$ cat config.mk
export PLATFORM = sky130hd
export DESIGN_NAME = data_mem_arbiter
export DESIGN_NICKNAME = d
export VERILOG_FILES = /design/src/rtl/data_mem_arbiter.sv
export SDC_FILE = /design/constraint.sdc
export NUM_CORES = 1
export LEC_CHECK = 0
export ABC_AREA = 0
export CORE_MARGIN = 4
export CORE_UTILIZATION = 41
export DETAILED_ROUTE_END_ITERATION = 6
export GPL_ROUTABILITY_DRIVEN = 0
export PLACE_DENSITY = 0.85
export SETUP_SLACK_MARGIN = 0.2
export SLEW_MARGIN = 30
export SYNTH_ARGS = -nofsm -noshare
export SYNTH_HDL_FRONTEND = slang
export SYNTH_SLANG_ARGS = --single-unit
$ cat constraint.sdc
create_clock -name clk -period 3.1 [get_ports clk]
set_input_delay 0.62 -clock clk [delete_from_list [all_inputs] [get_ports clk]]
set_output_delay 0.62 -clock clk [all_outputs]
set_load 0.02 [all_outputs]
$ cat src/rtl/data_mem_arbiter.sv
// Two-port req/gnt arbiter and sequencer in front of the single-ported data_memory.
// Define ARB_ROUND_ROBIN_EN for round-robin tie-breaking; default build uses fixed priority (port 0 wins).
module data_mem_arbiter #(
  parameter int unsigned ADDR_W = 32,
  parameter int unsigned DATA_W = 32
) (
  input  logic              clk,
  input  logic              rst,
  input  logic              req0,
  input  logic              we0,
  input  logic [ADDR_W-1:0] addr0,
  input  logic [DATA_W-1:0] wdata0,
  output logic              gnt0,
  output logic [DATA_W-1:0] rdata0,
  output logic              rvalid0,
  input  logic              req1,
  input  logic              we1,
  input  logic [ADDR_W-1:0] addr1,
  input  logic [DATA_W-1:0] wdata1,
  output logic              gnt1,
  output logic [DATA_W-1:0] rdata1,
  output logic              rvalid1,
  output logic              mem_read_flag,
  output logic              mem_write_flag,
  output logic [ADDR_W-1:0] mem_addr,
  output logic [DATA_W-1:0] mem_val,
  input  logic [DATA_W-1:0] mem_read_out
);

  typedef enum logic [1:0] {
    IDLE   = 2'd0,
    ACCESS = 2'd1,
    RESP   = 2'd2
  } state_t;

  state_t            state, state_d;
  logic              sel, sel_d;
  logic              gnt0_d, gnt1_d, rvalid0_d, rvalid1_d;
  logic              rflag_d, wflag_d;
  logic [ADDR_W-1:0] addr_d;
  logic [DATA_W-1:0] val_d, rdata0_d, rdata1_d;
  logic              pick1;

`ifdef ARB_ROUND_ROBIN_EN
  logic last, last_d;
  // Port 1 wins when port 0 is not requesting, or on a tie when port 0 was granted last
  assign pick1 = req1 & (~req0 | ~last);
`else
  assign pick1 = req1 & ~req0;
`endif

  // Next-state and registered-output computation
  always_comb begin
    state_d   = state;
    sel_d     = sel;
    gnt0_d    = 1'b0;
    gnt1_d    = 1'b0;
    rvalid0_d = 1'b0;
    rvalid1_d = 1'b0;
    rflag_d   = 1'b0;
    wflag_d   = 1'b0;
    addr_d    = mem_addr;
    val_d     = mem_val;
    rdata0_d  = rdata0;
    rdata1_d  = rdata1;
`ifdef ARB_ROUND_ROBIN_EN
    last_d    = last;
`endif
    case (state)
      IDLE, RESP: begin
        if (req0 | req1) begin
          state_d = ACCESS;
          sel_d   = pick1;
          gnt0_d  = ~pick1;
          gnt1_d  = pick1;
          wflag_d = pick1 ? we1 : we0;
          rflag_d = pick1 ? ~we1 : ~we0;
          addr_d  = pick1 ? addr1 : addr0;
          val_d   = pick1 ? wdata1 : wdata0;
`ifdef ARB_ROUND_ROBIN_EN
          last_d  = pick1;
`endif
        end else begin
          state_d = IDLE;
        end
      end
      ACCESS: begin
        state_d = RESP;
        // Read data is sampled from the asynchronous memory output at the edge ending ACCESS
        if (mem_read_flag) begin
          if (sel) begin
            rdata1_d  = mem_read_out;
            rvalid1_d = 1'b1;
          end else begin
            rdata0_d  = mem_read_out;
            rvalid0_d = 1'b1;
          end
        end
      end
      default: state_d = IDLE;
    endcase
  end

  // State and output registers
  always_ff @(posedge clk) begin
    if (rst) begin
      state          <= IDLE;
      sel            <= 1'b0;
      gnt0           <= 1'b0;
      gnt1           <= 1'b0;
      rvalid0        <= 1'b0;
      rvalid1        <= 1'b0;
      mem_read_flag  <= 1'b0;
      mem_write_flag <= 1'b0;
      mem_addr       <= '0;
      mem_val        <= '0;
      rdata0         <= '0;
      rdata1         <= '0;
`ifdef ARB_ROUND_ROBIN_EN
      last           <= 1'b1;
`endif
    end else begin
      state          <= state_d;
      sel            <= sel_d;
      gnt0           <= gnt0_d;
      gnt1           <= gnt1_d;
      rvalid0        <= rvalid0_d;
      rvalid1        <= rvalid1_d;
      mem_read_flag  <= rflag_d;
      mem_write_flag <= wflag_d;
      mem_addr       <= addr_d;
      mem_val        <= val_d;
      rdata0         <= rdata0_d;
      rdata1         <= rdata1_d;
`ifdef ARB_ROUND_ROBIN_EN
      last           <= last_d;
`endif
    end
  end

endmodule

After elaboration in Yosys (flattened, before gate mapping)
Cells that the tools add are included.
{ "classes": {"addsub": 0, "n_mul": 0, "div": 0, "magnitude_cmp": 0, "n_eq_ne": 2, "shift": 0, "n_mux": 8, "bitwise": 11, "reduce_logical": 7} }
{ "op_table": {"columns": ["op", "count"], "rows": [
  ["32-bit two-way mux", 2],
  ["1-bit NOT", 9],
  ["3-bit AND reduction", 2],
  ["3-bit OR reduction", 2],
  ["1-bit two-way mux", 5],
  ["2-bit case mux with 2 select lines", 1],
  ["2-bit by 1-bit equality test with 1-bit output (second input constant)", 1],
  ["2-bit equality test (second input constant)", 1],
  ["2-bit logical NOT", 1],
  ["2-bit AND reduction", 1],
  ["2-bit OR reduction", 1],
  ["1-bit AND", 1],
  ["1-bit OR", 1]
]} }
{ "totals": {"register_bits": 137, "latch_bits": 0, "ram_bits": 0, "mem_bits_ro": 0, "word_cells": 40, "mem_count": 0} }

Logic depth before layout (Yosys ltp)
{ "depth": {"depth_word": 4, "mapped_depth": 5} }

Worst setup path after synthesis
Ideal clock, no wire load.
{ "synth_timing": {"path_kind": "in2reg", "start": "input port req0", "end": "register mem_addr[24]", "arrival_time_ps": 1365, "required_time_ps": 3013, "slack_ps": 1649, "path_stages": 5, "path_cell_list": "and2b_1 buf_4 buf_2 nand2_1 a211oi_1"} }
{ "synth_via": {"elab_chain_len": 3, "elab_cells_between_ends": 5, "cone_classes": "mux: 1; bitwise: 3; reduce/logical: 1"} }
{ "synth_rtl": {"columns": ["element", "line", "text"], "rows": [
  ["start, declared", "9", "input logic req0,"],
  ["1-bit NOT", "49", "assign pick1 = req1 & ~req0;"],
  ["1-bit AND", "49", null],
  ["32-bit two-way mux", "78", "addr_d = pick1 ? addr1 : addr0;"],
  ["end signal, assigned", "131", "mem_addr <= addr_d;"],
  ["end, declared", "25", "output logic [ADDR_W-1:0] mem_addr,"]
]} }
Several ways; a longest one is shown, not always the timed one.
A chain may end at the register's enable or synchronous reset.

Worst setup path after layout
{ "layout_timing": {"start": "register mem_read_flag", "end": "output port mem_read_flag"} }
{ "layout_rtl": {"columns": ["element", "line", "text"], "rows": [
  ["start, declared", "23", "output logic mem_read_flag,"],
  ["start signal, assigned", "129", "mem_read_flag <= rflag_d;"]
]} }
No word-level cell between the ends.

==> summary.md <==
| Metric | Value |
|---|---|
| P per Cell Area | `~540 mW/mm^2` |
| DIE AREA | `approximately 0.015 sq mm` |
| R2r endpoint | `rdata0[19]` |
| CP Capture Type | `primary output` |
| Top Ports | `300` |
| Worst Path Buf+Inv | `1` |
| Fmax | `between 0.4 and 0.5 GHz` |
| Syn Inst Count | `around 660` |
| Gr usage total | `roughly a quarter` |
| Synth Net Count | `829` |
| Hold Path Sink | `rdata1[0]` |
| Crit-path max cell delay | `0.67 ns` |
| Most common cell after layout, fill and taps aside | `clkdlybuf4s50_1` |
| Clock transition at path regs | `~0.06 ns` |
| Leading post-synthesis cells by cell area | `dfxtp_1 52%, nand2_1 14%, a21oi_1 12%` |
| Leak pwr | `between 3 and 4 nW` |
| Final WL | `between 15 and 20 mm` |
| Worst setup skew after layout | `between 0.008 and 0.009 ns` |
| Primary FF master, synth | `dfxtp_1` |
| Cells after DPL | `1090` |
| Setup TNS | `0 ns` |
| Final Cycle Share | `between 60% and 70%` |
| Post-synthesis xor/xnor area fraction | `0%` |
| Mux share of post-synthesis cell area | `less than 1%` |
| Layout fillers | `980` |
| Delay-heaviest family, CP | `buffers and inverters` |
| Slew Viols, Final | `0` |
| Core area | `~0.013 sq mm` |
| Residual DRC count | `0` |
| Worst Path Arrival | `between 1 and 1.5 ns` |
| Reg area | `around 0.0027 sq mm` |
| Slew margin rel. | `between 40% and 50%` |
| DIE HEIGHT | `about 120 um` |
| Area Overhead vs Synth | `69.5%` |
| Worst slew pin tran | `0.779 ns` |
| Worst setup path class | `flip-flop to primary output` |
| Gr ovfl total | `0` |
| # rows | `between 40 and 50` |
| Simple-gate share of the synthesized area | `about a fifth` |
| Worst r2r src | `state[0]` |
| Die Width | `around 120 um` |
| Drt first pass iters | `6` |
| Setup crit start kind | `flip-flop` |
| Vias/cell | `roughly 5.2` |
| First-pass GRT wire length | `28.4 mm` |
| R2R setup slack | `~1.4 ns` |
| Crit-path cells | `clkdlybuf4s50_1` |
| Core Util, Final | `71.2%` |
| Post-synth EDFFs | `0` |
| Starting density of the core | `42.0%` |
| Post-DRT Antenna Nets | `0` |
| Skew-Pair Late Insertion Delay | `about 0.4 ns` |
| Synth async-reset ratio | `0%` |
| RSZ-0062 raised after global routing | `false` |
| Area leader, netlist | `dfxtp_1` |
| Total of warnings raised by yosys | `0` |
| Post-DR wirelength/cell | `between 15 and 20 um` |
| Post-CTS Setup Repair Bufs | `0` |
| H-tree lvl count | `4` |
| Starting DRT DRC Count | `between 300 and 400` |
| Largest net degree at the start of global routing | `67` |
| Seq/Total Area, Yosys | `approximately half` |
| Total vias in the final route | `around 5.8k` |
| Worst reg2reg path depth | `3` |
| Hold-fix buffers at CTS | `0` |
| Setup violators final | `0` |
| Largest family of logic cells by synthesized area | `compound AO/OA/AOI/OAI gates` |
| Port Buf Inserts | `approximately 300` |
| Final net count | `1103` |
| Syn Std Cell Area | `0.00532 sq mm` |
| Min-delay src | `rdata1[0]` |
| Clock Sinks | `roughly 140` |
| Syn avg cell area | `approximately 8 sq um` |
| TritonCTS clock tree | `yes` |
| Commonest cells after routing, fill and taps aside | `298 x clkdlybuf4s50_1, 195 x nand2_1, 137 x dfxtp_1` |
| CTS root buf | `clkbuf_16` |
| Max VDD drop | `just under 0.3 mV` |
| CP required | `about 2.5 ns` |
| Worst hold path cell count | `2` |
| Adder-Cell Fraction of Synth Area | `0%` |
| Post-DP HPWL | `roughly 13 mm` |
| Yosys cell types | `24` |
| Synthesis-stage register bit count | `between 100 and 150` |
| Hold Crit Class | `flip-flop to flip-flop` |
| Hold Fails Final Rpt | `0` |
| Vias in the first global route | `5644` |
| Multi-input gate area | `roughly 0.0023 sq mm` |
| Max_cap viols | `0` |
| Critical path fanouts, max | `5` |
| Post-synthesis compound-gate area fraction | `between 20% and 30%` |
| Bufs on Longest Clock Path | `2` |
| Status | `completed` |
| Layout cell share with drive strength beyond 1 | `6.74%` |
| Initial antenna violation count | `1` |
| Fin cells | `between 1k and 1.5k` |
| Slowest-stage cell, CP | `clkdlybuf4s50_1` |
| Post-CTS resize count | `0` |
| Final min period | `just over 2 ns` |
| Num CTS Buffers | `17` |
| Yosys top cell area share | `between 50% and 60%` |
-- synth_stat cells, types with 3 or more instances --
cell type	instances
nand2_1	195
dfxtp_1	137
a21oi_1	128
nor2_1	67
a211oi_1	51
buf_2	27
clkbuf_1	18
a211oi_2	12
buf_4	8
buf_1	3
-- layout make-up --
cell class	instances	share of cell area, %
repair buffers	313	34.7
multi-input cells	468	25.4
diodes	1	0.0277
flip-flops and latches	137	30.4
clock inverters	14	2.15
clock buffers	18	4.87
well taps	172	2.39
-- sequential cells by signal, indices dropped and copies added (netlist names) --
name,cells
mem_read_flag,1
gnt1,1
gnt0,1
rvalid0,1
state,2
sel,1
mem_val,32
mem_addr,32
mem_write_flag,1
rdata1,32
rvalid1,1
rdata0,32
-- per-layer routing --
layer | track usage [%] | vias up | share of wire, %
met4 | 10.4 | 0 | 2.6
met1 | 25.5 | 2690 | 36
li1 | - | 2774 | -
met5 | 0 | - | 0
met3 | 11.3 | 40 | 12
met2 | 43.0 | 287 | 50
-- stage by stage --
| stage | setup WS (ns) | area, sq um | power [mW] | hold slack [ns] |
|---|---|---|---|---|
| final | 1.02 | 9020 | 4.91 | 0.452 |
| after global routing | 0.954 | 9020 | 5.10 | 0.464 |
| after CTS | 0.998 | 9020 | 4.95 | 0.455 |
| after detailed placement | 0.683 | 8390 | 2.79 | 0.447 |
| after global placement | 0.779 | 8390 | 2.78 | 0.441 |
| after floorplan | 1.65 | 5320 | 2.32 | 0.434 |
-- kinds of logic after synthesis --
group                  count (synthesis)
AO/OA/AOI/OAI                        194
AND/OR/NAND/NOR                      273
flip-flops                           137
buffers and inverters                 58
multiplexers                           1
-- where the power goes --
part	switching, mW	leakage (nW)	internal [mW]
sequential	0.0503	1.12	1.86
clock	0.782	0.307	1.37
combinational	0.406	1.79	0.444
total	1.24	3.22	3.67
-- worst max path at each step --
| stage | startpoint | end | slack [ns] | cells after the start |
|---|---|---|---|---|
| global placement | req0 | mem_addr[11] | 0.78 | 5 |
| global route | mem_read_flag | mem_read_flag | 0.95 | 1 |
| detailed placement | req0 | mem_addr[7] | 0.68 | 5 |
| CTS | mem_read_flag | mem_read_flag | 1.0 | 1 |
| floorplan | req0 | mem_addr[24] | 1.65 | 5 |
| finish | mem_read_flag | mem_read_flag | 1.02 | 1 |
Power figures use the tool's default switching activity.
